**src/rtl/fwd_pkg.sv**
```systemverilog
// Shared types for the forwarding / load-use hazard controller.
package fwd_pkg;
  localparam int REG_ADDR_W  = 5;
  localparam int STALL_CNT_W = 16;

  typedef enum logic [1:0] {
    FWD_RF  = 2'b00,
    FWD_EX  = 2'b01,
    FWD_MEM = 2'b10,
    FWD_WB  = 2'b11
  } fwd_sel_t;

  typedef enum logic {
    RUN       = 1'b0,
    LOADSTALL = 1'b1
  } hz_state_t;

  typedef struct packed {
    logic                  valid;
    logic [REG_ADDR_W-1:0] rd;
    logic                  wren;
    logic                  isload;
  } shadow_entry_t;
endpackage

```
**src/rtl/forward_hazard_ctrl_if.sv**
```systemverilog
// Decode-stage issue bus and forwarding/stall responses of forward_hazard_ctrl.
interface forward_hazard_ctrl_if;
  import fwd_pkg::*;

  logic                   IssueValid;
  logic [REG_ADDR_W-1:0]  IssueRs1;
  logic [REG_ADDR_W-1:0]  IssueRs2;
  logic [REG_ADDR_W-1:0]  IssueRd;
  logic                   IssueWrEn;
  logic                   IssueIsLoad;
  logic                   Flush;
  logic [1:0]             FwdSelA;
  logic [1:0]             FwdSelB;
  logic                   Stall;
  logic [STALL_CNT_W-1:0] StallCount;

  modport master (
    output IssueValid, IssueRs1, IssueRs2, IssueRd, IssueWrEn, IssueIsLoad, Flush,
    input  FwdSelA, FwdSelB, Stall, StallCount
  );

  modport slave (
    input  IssueValid, IssueRs1, IssueRs2, IssueRd, IssueWrEn, IssueIsLoad, Flush,
    output FwdSelA, FwdSelB, Stall, StallCount
  );
endinterface

```
**src/rtl/fwd_stage_match.sv**
```systemverilog
// One shadow stage versus one decode source operand: does this stage produce the operand?
module fwd_stage_match
  import fwd_pkg::*;
(
  input  logic                  entryValid,
  input  logic                  entryWrEn,
  input  logic [REG_ADDR_W-1:0] entryRd,
  input  logic [REG_ADDR_W-1:0] rs,
  input  logic                  issueValid,
  output logic                  match
);
  assign match = entryValid & entryWrEn & (entryRd == rs) & issueValid;
endmodule

```
**src/rtl/forward_hazard_ctrl.sv**
```systemverilog
// Operand forwarding select and load-use stall control over an EX/MEM/WB shadow pipeline.
// Define FWD_WB_BYPASS_EN to store the WB entry and allow WB forwarding (select 11).
module forward_hazard_ctrl
  import fwd_pkg::*;
#(
  parameter logic [STALL_CNT_W-1:0] STALL_CNT_INIT = '0
) (
  input logic                 CLK,
  input logic                 RST_N,
  forward_hazard_ctrl_if.slave bus
);

  function automatic fwd_sel_t pickSel(input logic [2:0] m);
    if (m[0]) return FWD_EX;
    if (m[1]) return FWD_MEM;
    if (m[2]) return FWD_WB;
    return FWD_RF;
  endfunction

  function automatic logic [STALL_CNT_W-1:0] satInc(input logic [STALL_CNT_W-1:0] v);
    return (v == {STALL_CNT_W{1'b1}}) ? v : v + 1'b1;
  endfunction

  shadow_entry_t          issueEntry;
  shadow_entry_t          shadow_p0;
  shadow_entry_t          shadow_p1;
  hz_state_t              state;
  hz_state_t              nextState;
  logic                   hazard;
  logic                   stall;
  logic [2:0]             matchA;
  logic [2:0]             matchB;
  logic [STALL_CNT_W-1:0] stallCnt;
  logic                   unusedIsLoad;

  assign issueEntry = '{valid: bus.IssueValid, rd: bus.IssueRd,
                        wren: bus.IssueWrEn, isload: bus.IssueIsLoad};

  fwd_stage_match uMatchAEx  (.entryValid(shadow_p0.valid), .entryWrEn(shadow_p0.wren),
    .entryRd(shadow_p0.rd), .rs(bus.IssueRs1), .issueValid(bus.IssueValid), .match(matchA[0]));
  fwd_stage_match uMatchBEx  (.entryValid(shadow_p0.valid), .entryWrEn(shadow_p0.wren),
    .entryRd(shadow_p0.rd), .rs(bus.IssueRs2), .issueValid(bus.IssueValid), .match(matchB[0]));
  fwd_stage_match uMatchAMem (.entryValid(shadow_p1.valid), .entryWrEn(shadow_p1.wren),
    .entryRd(shadow_p1.rd), .rs(bus.IssueRs1), .issueValid(bus.IssueValid), .match(matchA[1]));
  fwd_stage_match uMatchBMem (.entryValid(shadow_p1.valid), .entryWrEn(shadow_p1.wren),
    .entryRd(shadow_p1.rd), .rs(bus.IssueRs2), .issueValid(bus.IssueValid), .match(matchB[1]));

`ifdef FWD_WB_BYPASS_EN
  shadow_entry_t shadow_p2;

  fwd_stage_match uMatchAWb  (.entryValid(shadow_p2.valid), .entryWrEn(shadow_p2.wren),
    .entryRd(shadow_p2.rd), .rs(bus.IssueRs1), .issueValid(bus.IssueValid), .match(matchA[2]));
  fwd_stage_match uMatchBWb  (.entryValid(shadow_p2.valid), .entryWrEn(shadow_p2.wren),
    .entryRd(shadow_p2.rd), .rs(bus.IssueRs2), .issueValid(bus.IssueValid), .match(matchB[2]));

  // WB is kept across a flush: it holds the older instruction leaving MEM.
  always_ff @(posedge CLK or negedge RST_N) begin
    if (!RST_N) shadow_p2 <= '0;
    else        shadow_p2 <= shadow_p1;
  end

  assign unusedIsLoad = shadow_p2.isload;
`else
  // Regfile is write-before-read, so a WB producer is already visible in the regfile.
  assign matchA[2]    = 1'b0;
  assign matchB[2]    = 1'b0;
  assign unusedIsLoad = shadow_p1.isload;
`endif

  assign bus.FwdSelA    = pickSel(matchA);
  assign bus.FwdSelB    = pickSel(matchB);
  assign hazard         = shadow_p0.valid & shadow_p0.isload & (matchA[0] | matchB[0]);
  assign bus.Stall      = stall;
  assign bus.StallCount = stallCnt;

  always_comb begin
    nextState = state;
    stall     = 1'b0;
    unique case (state)
      RUN: begin
        stall = hazard & ~bus.Flush;
        if (hazard) nextState = LOADSTALL;
      end
      LOADSTALL: nextState = RUN;
      default:   nextState = RUN;
    endcase
    if (bus.Flush) nextState = RUN;
  end

  // Stage boundary: decode -> EX (bubble on stall/flush), EX -> MEM (cleared on flush).
  always_ff @(posedge CLK or negedge RST_N) begin
    if (!RST_N) begin
      state     <= RUN;
      shadow_p0 <= '0;
      shadow_p1 <= '0;
      stallCnt  <= STALL_CNT_INIT;
    end else begin
      state     <= nextState;
      shadow_p0 <= (stall || bus.Flush) ? '0 : issueEntry;
      shadow_p1 <= bus.Flush ? '0 : shadow_p0;
      if (stall) stallCnt <= satInc(stallCnt);
    end
  end

endmodule

```
**src/flat_wrapper.sv**
```systemverilog
// flat-port wrapper written by rule: the top's interface ports become plain ports
module forward_hazard_ctrl_flat import fwd_pkg::*;
#(
  parameter logic [STALL_CNT_W-1:0] STALL_CNT_INIT = '0
)
  (CLK, RST_N, bus_IssueValid, bus_IssueRs1, bus_IssueRs2, bus_IssueRd, bus_IssueWrEn, bus_IssueIsLoad, bus_Flush, bus_FwdSelA, bus_FwdSelB, bus_Stall, bus_StallCount);
  forward_hazard_ctrl_if bus_i ();
  input logic CLK;
  input logic RST_N;
  input wire logic [$bits(bus_i.IssueValid)-1:0] bus_IssueValid;
  input wire logic [$bits(bus_i.IssueRs1)-1:0] bus_IssueRs1;
  input wire logic [$bits(bus_i.IssueRs2)-1:0] bus_IssueRs2;
  input wire logic [$bits(bus_i.IssueRd)-1:0] bus_IssueRd;
  input wire logic [$bits(bus_i.IssueWrEn)-1:0] bus_IssueWrEn;
  input wire logic [$bits(bus_i.IssueIsLoad)-1:0] bus_IssueIsLoad;
  input wire logic [$bits(bus_i.Flush)-1:0] bus_Flush;
  output wire logic [$bits(bus_i.FwdSelA)-1:0] bus_FwdSelA;
  output wire logic [$bits(bus_i.FwdSelB)-1:0] bus_FwdSelB;
  output wire logic [$bits(bus_i.Stall)-1:0] bus_Stall;
  output wire logic [$bits(bus_i.StallCount)-1:0] bus_StallCount;
  assign bus_i.IssueValid = bus_IssueValid;
  assign bus_i.IssueRs1 = bus_IssueRs1;
  assign bus_i.IssueRs2 = bus_IssueRs2;
  assign bus_i.IssueRd = bus_IssueRd;
  assign bus_i.IssueWrEn = bus_IssueWrEn;
  assign bus_i.IssueIsLoad = bus_IssueIsLoad;
  assign bus_i.Flush = bus_Flush;
  assign bus_FwdSelA = bus_i.FwdSelA;
  assign bus_FwdSelB = bus_i.FwdSelB;
  assign bus_Stall = bus_i.Stall;
  assign bus_StallCount = bus_i.StallCount;
  forward_hazard_ctrl #(.STALL_CNT_INIT(STALL_CNT_INIT)) u_core (.CLK(CLK), .RST_N(RST_N), .bus(bus_i));
endmodule
```
**config.mk**
```make
export PLATFORM = sky130hd
export DESIGN_NAME = forward_hazard_ctrl_flat
export DESIGN_NICKNAME = d
export VERILOG_FILES = /design/src/rtl/fwd_pkg.sv /design/src/rtl/forward_hazard_ctrl_if.sv /design/src/rtl/fwd_stage_match.sv /design/src/rtl/forward_hazard_ctrl.sv /design/src/flat_wrapper.sv
export SDC_FILE = /design/constraint.sdc
export NUM_CORES = 1
export LEC_CHECK = 0
export ABC_CLOCK_PERIOD_IN_PS = 5650
export BUFFER_PORTS_ARGS = -buffer_cell sky130_fd_sc_hd__buf_2
export CAP_MARGIN = 30
export CORE_UTILIZATION = 45
export CTS_CLUSTER_SIZE = 24
export DETAILED_ROUTE_END_ITERATION = 12
export PLACE_DENSITY = 0.69
export SYNTH_ARGS = -nofsm -noshare
export SYNTH_HDL_FRONTEND = slang
export SYNTH_SLANG_ARGS = --single-unit
```
**constraint.sdc**
```tcl
create_clock -name CLK -period 5.65 [get_ports CLK]
set_input_delay 0.8475 -clock CLK [delete_from_list [all_inputs] [get_ports CLK]]
set_output_delay 0.8475 -clock CLK [all_outputs]
set_load 0.005 [all_outputs]
```
* Word level (Yosys, flattened, before mapping)
Cells that the tools add are included.
** Word-level totals
- Flip-flop bits (word level) :: 32
- Bits in latches :: 0
- Memory bits (writable) :: 0
- ROM bits :: 0
- Input bits :: 21
- Output and inout port bits :: 21
- Logic and storage cells :: 60
- Memories :: 0
** Cells by class
- $add $sub $neg :: 1
- Multiply operators :: 0
- Div/mod/pow operators :: 0
- $lt $le $gt $ge :: 0
- Equality and inequality tests :: 5
- Shift operators :: 0
- Mux-type cells :: 26
- Bitwise logic cells :: 17
- Reduce and logical (&&, ||, !) cells :: 2
** Operators with widths (count)
- equality test 5 bit :: 4
- two-way mux 2 bit :: 10
- adder 16 x 1 -> 16 bit, second input constant :: 1
- equality test 16 bit, second input constant :: 1
- two-way mux 8 bit :: 2
- AND 1 bit :: 13
- two-way mux 1 bit :: 13
- inverter 1 bit :: 3
- case mux 1 bit (2 select lines) :: 1
- AND reduction 2 bit :: 1
- logical OR 1 bit :: 1
- OR 1 bit :: 1

* Depth between registers and ports, before layout
- Depth after elaboration :: 10
- Gate-level depth with buffers :: 7
- Mapped depth without buffers :: 6

* By module
Synthesis repeated with hierarchy kept, for this count alone.
** Unflattened totals
- Cells, all modules :: 144
- Area total of the unflattened synthesis :: 1652.8 µm²
** By module, submodules not included
- forward_hazard_ctrl :: instances 1, cells an instance 112, area each 1392.6 µm², sequential area each 800.8 µm²
- fwd_stage_match :: instances 4, cells an instance 8, area each 65.1 µm², sequential area each 0.0 µm²

* Worst setup path before layout
No wires, ideal clock.
- Kind :: input -> output
- From :: input bus_IssueRs1[3]
- To :: output bus_Stall
- Data arrival time :: 1.870 ns
- Data required time :: 4.803 ns
- Path slack :: 2.933 ns
- Cell stages on the path :: 5
- Buffers on the path :: 1
- Path through :: xor2_1 nor4_2 a22oi_4 buf_6 nor2_4
** Between the ends
- Word-level cells in the longest chain between the ends :: 7
** Ends and longest elaborated chain
- start, declared :: RTL line flat_wrapper.sv:11 : input wire logic [$bits(bus_i.IssueRs1)-1:0] bus_IssueRs1;
- equality test 5 bit :: RTL line fwd_stage_match.sv:12 : assign match = entryValid & entryWrEn & (entryRd == rs) & issueValid;
- AND 1 bit (2 in series) :: RTL line fwd_stage_match.sv:12
- OR 1 bit :: RTL line forward_hazard_ctrl.sv:72 : assign hazard = shadow_p0.valid & shadow_p0.isload & (matchA[0] | matchB[0]);
- AND 1 bit :: RTL line forward_hazard_ctrl.sv:72
- AND 1 bit :: RTL line forward_hazard_ctrl.sv:81 : stall = hazard & ~bus.Flush;
- two-way mux 1 bit :: RTL line forward_hazard_ctrl.sv:79 : unique case (state)
- end, declared :: RTL line flat_wrapper.sv:19 : output wire logic [$bits(bus_i.Stall)-1:0] bus_Stall;
No other way between the ends.

* Worst setup path in the final report
- From :: input bus_IssueValid
- To :: output bus_Stall
** Between the ends
- Word-level cells in the longest chain between the ends :: 5
- Elaborated cells between the ends (all ways) :: 6
- Those cells by class :: mux (1); bitwise (5)
** Ends and longest elaborated chain
- start, declared :: RTL line flat_wrapper.sv:10 : input wire logic [$bits(bus_i.IssueValid)-1:0] bus_IssueValid;
- AND 1 bit :: RTL line fwd_stage_match.sv:12
- OR 1 bit * :: RTL line forward_hazard_ctrl.sv:72
- AND 1 bit * :: RTL line forward_hazard_ctrl.sv:72
- AND 1 bit * :: RTL line forward_hazard_ctrl.sv:81
- two-way mux 1 bit * :: RTL line forward_hazard_ctrl.sv:79
Every way passes the cells marked *; elsewhere a longest branch is shown, timed or not.

==> flow_summary.toml <==
[cts]
clk_pin_slew_ns = 0.06
cts_setup_buffers = 0
clock_latency_ns = 0.28
htree_levels = 2
clock-sinks = 32
cts_buffers = 5
cts_tree = "done"
holdBufCountCts = 0
clockRootBuffer = "clkbuf_8"
cts-resized-gates = 0
cts.path.max_buffers = 2

[sta]
hold_violations = 0
fin_skew_ns = 0.00570
tightest_slew_ns = 0.710
clock.fmax_ghz = 0.318
setup_tns_ns = 0
hold_slack_ns = 0.480
slew_headroom_pct = 52.7
period_minus_slack_ns = 3.14
slew_violations = 0
min_period_over_period_pct = 55.6
fin_ws_ns = 2.51
finalSetupViolCount = 0
rsz0062_at_grt = "no"

[placed_design]
portBuffers = 41
hpwlAfterDp_mm = 2.51
gp_congestion = 0.782
pre_cts_slack_ns = 2.27
placed_cells = 229
place_area_um2 = 1970

[setup_path]
cp-start-kind = "input pin"
cp.arrival_ns = 2.29
ff2ff_path_depth = 5
critPathKind = "in -> out"
worstSetupEndpointType = "output pin"
required_ns = 4.80
critPathMaxFanout = 17

[cells_and_area]
nNetsFinal = 211
antenna_cells = 0
synthToLayoutAreaGrowth_pct = 18.3
fin_cells = 237
final_core_util_pct = 55.9
drive_gt1_share_pct = 36.5
final_cell_area_um2 = 2060

[grt]
grt_usage_pct = 18.5
grt_max_degree = 33
overflow = 0
antenna_found_initial = 0
grt_pass1_vias = 1231
grt_pass1_wl_mm = 5.78

[die]
die-area_um2 = 4130
ios = 42
die_w_um = 64.2
core_um2 = 3690
die_h_um = 64.2
start_util_pct = 47.3
fp-row-count = 22

[drt]
drc = 0
wl_mm = 3.37
detail_route.wl_per_cell_um = 14.2
ant_nets = 0
num_vias = 1228
drt_first_pass_iters = 4
initialDrtViolationCount = 39
via_per_inst = 5.18

[yosys]
avgSynthCellArea_um2 = 11.9
yosysUniqueCellTypes = 30
ys_seq_area_share_pct = 45.9
ys_warn_count = 0
synthesis.nets = 168
synth_cells = 146
ys_ff_latch = 32
syn-cell-area_um2 = 1740

[pwr]
peakVddDrop_uv = 158
p_leak_nw = 1.05
total_power_uw = 431
p_per_area_nw_per_um2 = 209

[min_path]
hold_path_class = "reg -> reg"
min_path_cells = 1

[run_status]
status = "finished clean"

[job]
max_cap_viol_count = 0
## placed cells by master, fill, tap and decap left out
cell type | netlist | routed
dfrtp_1 | 32 | 32
nor3_2 | 8 | 8
ha_1 | 1 | 1
nor2_4 | 1 | 1
nor3b_1 | 8 | 8
clkbuf_8 | 0 | 5
mux2_1 | 2 | 2
nand4b_1 | 1 | 1
xor2_1 | 28 | 28
and4_1 | 2 | 2
buf_8 | 0 | 1
xnor2_1 | 6 | 6
nor4_1 | 2 | 2
nand3b_1 | 1 | 1
nand3_1 | 3 | 3
nor4b_2 | 2 | 2
nand2_1 | 7 | 7
clkinv_2 | 0 | 1
nor2b_1 | 7 | 7
nand4_1 | 8 | 8
buf_2 | 1 | 41
and4_4 | 1 | 1
nand2b_1 | 1 | 1
nor3b_2 | 1 | 1
a22oi_4 | 1 | 1
clkbuf_1 | 2 | 1
nor2_1 | 3 | 3
and3_1 | 5 | 5
nor4_2 | 6 | 6
and2_1 | 2 | 2
o2111ai_4 | 1 | 1
## area by class of cell
cell class | instances | area, um^2
Sequential cell | 32 | 801
Multi-Input combinational cell | 108 | 903
Timing Repair Buffer | 42 | 220
Clock buffer | 6 | 72.6
Fill cell | 334 | 1630
Tap cell | 48 | 60.1
Clock inverter | 1 | 5.00
## Yosys cell counts (all sizes together)
master   instances  share of area [%]
ha               1               0.72
and3             5                1.8
clkbuf           2               0.43
buf              4                1.8
nand3            3               0.86
nor3             8                4.6
xor2            28                 14
nor4b            2                1.7
nand3b           1               0.43
nor2             4                1.3
nor2b            7                2.5
dfrtp           32                 46
nand2b           1               0.36
nand4b           1               0.50
nand4            8                2.9
nand2            7                1.5
nor4             8                5.0
o2111ai          1                1.5
and4             3                1.7
mux2             2                1.3
nor3b            9                4.2
a22oi            1                1.2
and2             2               0.72
xnor2            6                3.0
## layer usage
| layer | routed length [um] | global-route usage, % |
|---|---|---|
| met4 | 39 | 6.67 |
| met5 | 0 | 0 |
| met3 | 135 | 5.36 |
| met1 | 1510 | 23.3 |
| met2 | 1680 | 30.3 |
## where the power goes
| group | leakage (nW) | total [mW] | switching (mW) | internal, mW |
|---|---|---|---|---|
| registers | 0.435 | 0.238 | 0.00411 | 0.234 |
| clock network | 0.0410 | 0.159 | 0.0759 | 0.0835 |
| logic | 0.570 | 0.0338 | 0.0185 | 0.0153 |
## registers in the layout, summed over array words and instances, names as in the netlist
| name | flops |
|---|---|
| u_core.bus.StallCount | 16 |
| u_core.state | 1 |
| u_core.shadow_p0 | 8 |
| u_core.shadow_p1 | 7 |
## worst max-delay path: stages
cell and delay, ns:
buf_2 0.09, nand3_1 0.15, nor4_2 0.48, a22oi_4 0.30
nor2_4 0.26, buf_2 0.16
## logic make-up after synthesis
| kind of cell | Yosys count | share of synthesized area, % |
|---|---|---|
| xor+xnor | 34 | 17.1 |
| fa+ha+maj | 1 | 0.718 |
| buf+inv | 6 | 2.22 |
| compound gates | 2 | 2.73 |
| mux | 2 | 1.29 |
| simple gates | 69 | 30.0 |
| flops | 32 | 45.9 |
## worst paths after layout
kind	from	end	slack (ns)
min reg2reg	u_core.bus.StallCount[5]	u_core.bus.StallCount[5]	0.48
min in group asynchronous	RST_N	u_core.bus.StallCount[12]	0.60
max reg2reg	u_core.shadow_p0[6]	u_core.bus.StallCount[1]	3.56
max	bus_IssueValid	bus_Stall	2.51
min	u_core.bus.StallCount[5]	u_core.bus.StallCount[5]	0.48
max in group asynchronous	RST_N	u_core.shadow_p0[1]	4.60
Note: power is estimated with default switching activity, not from simulation.
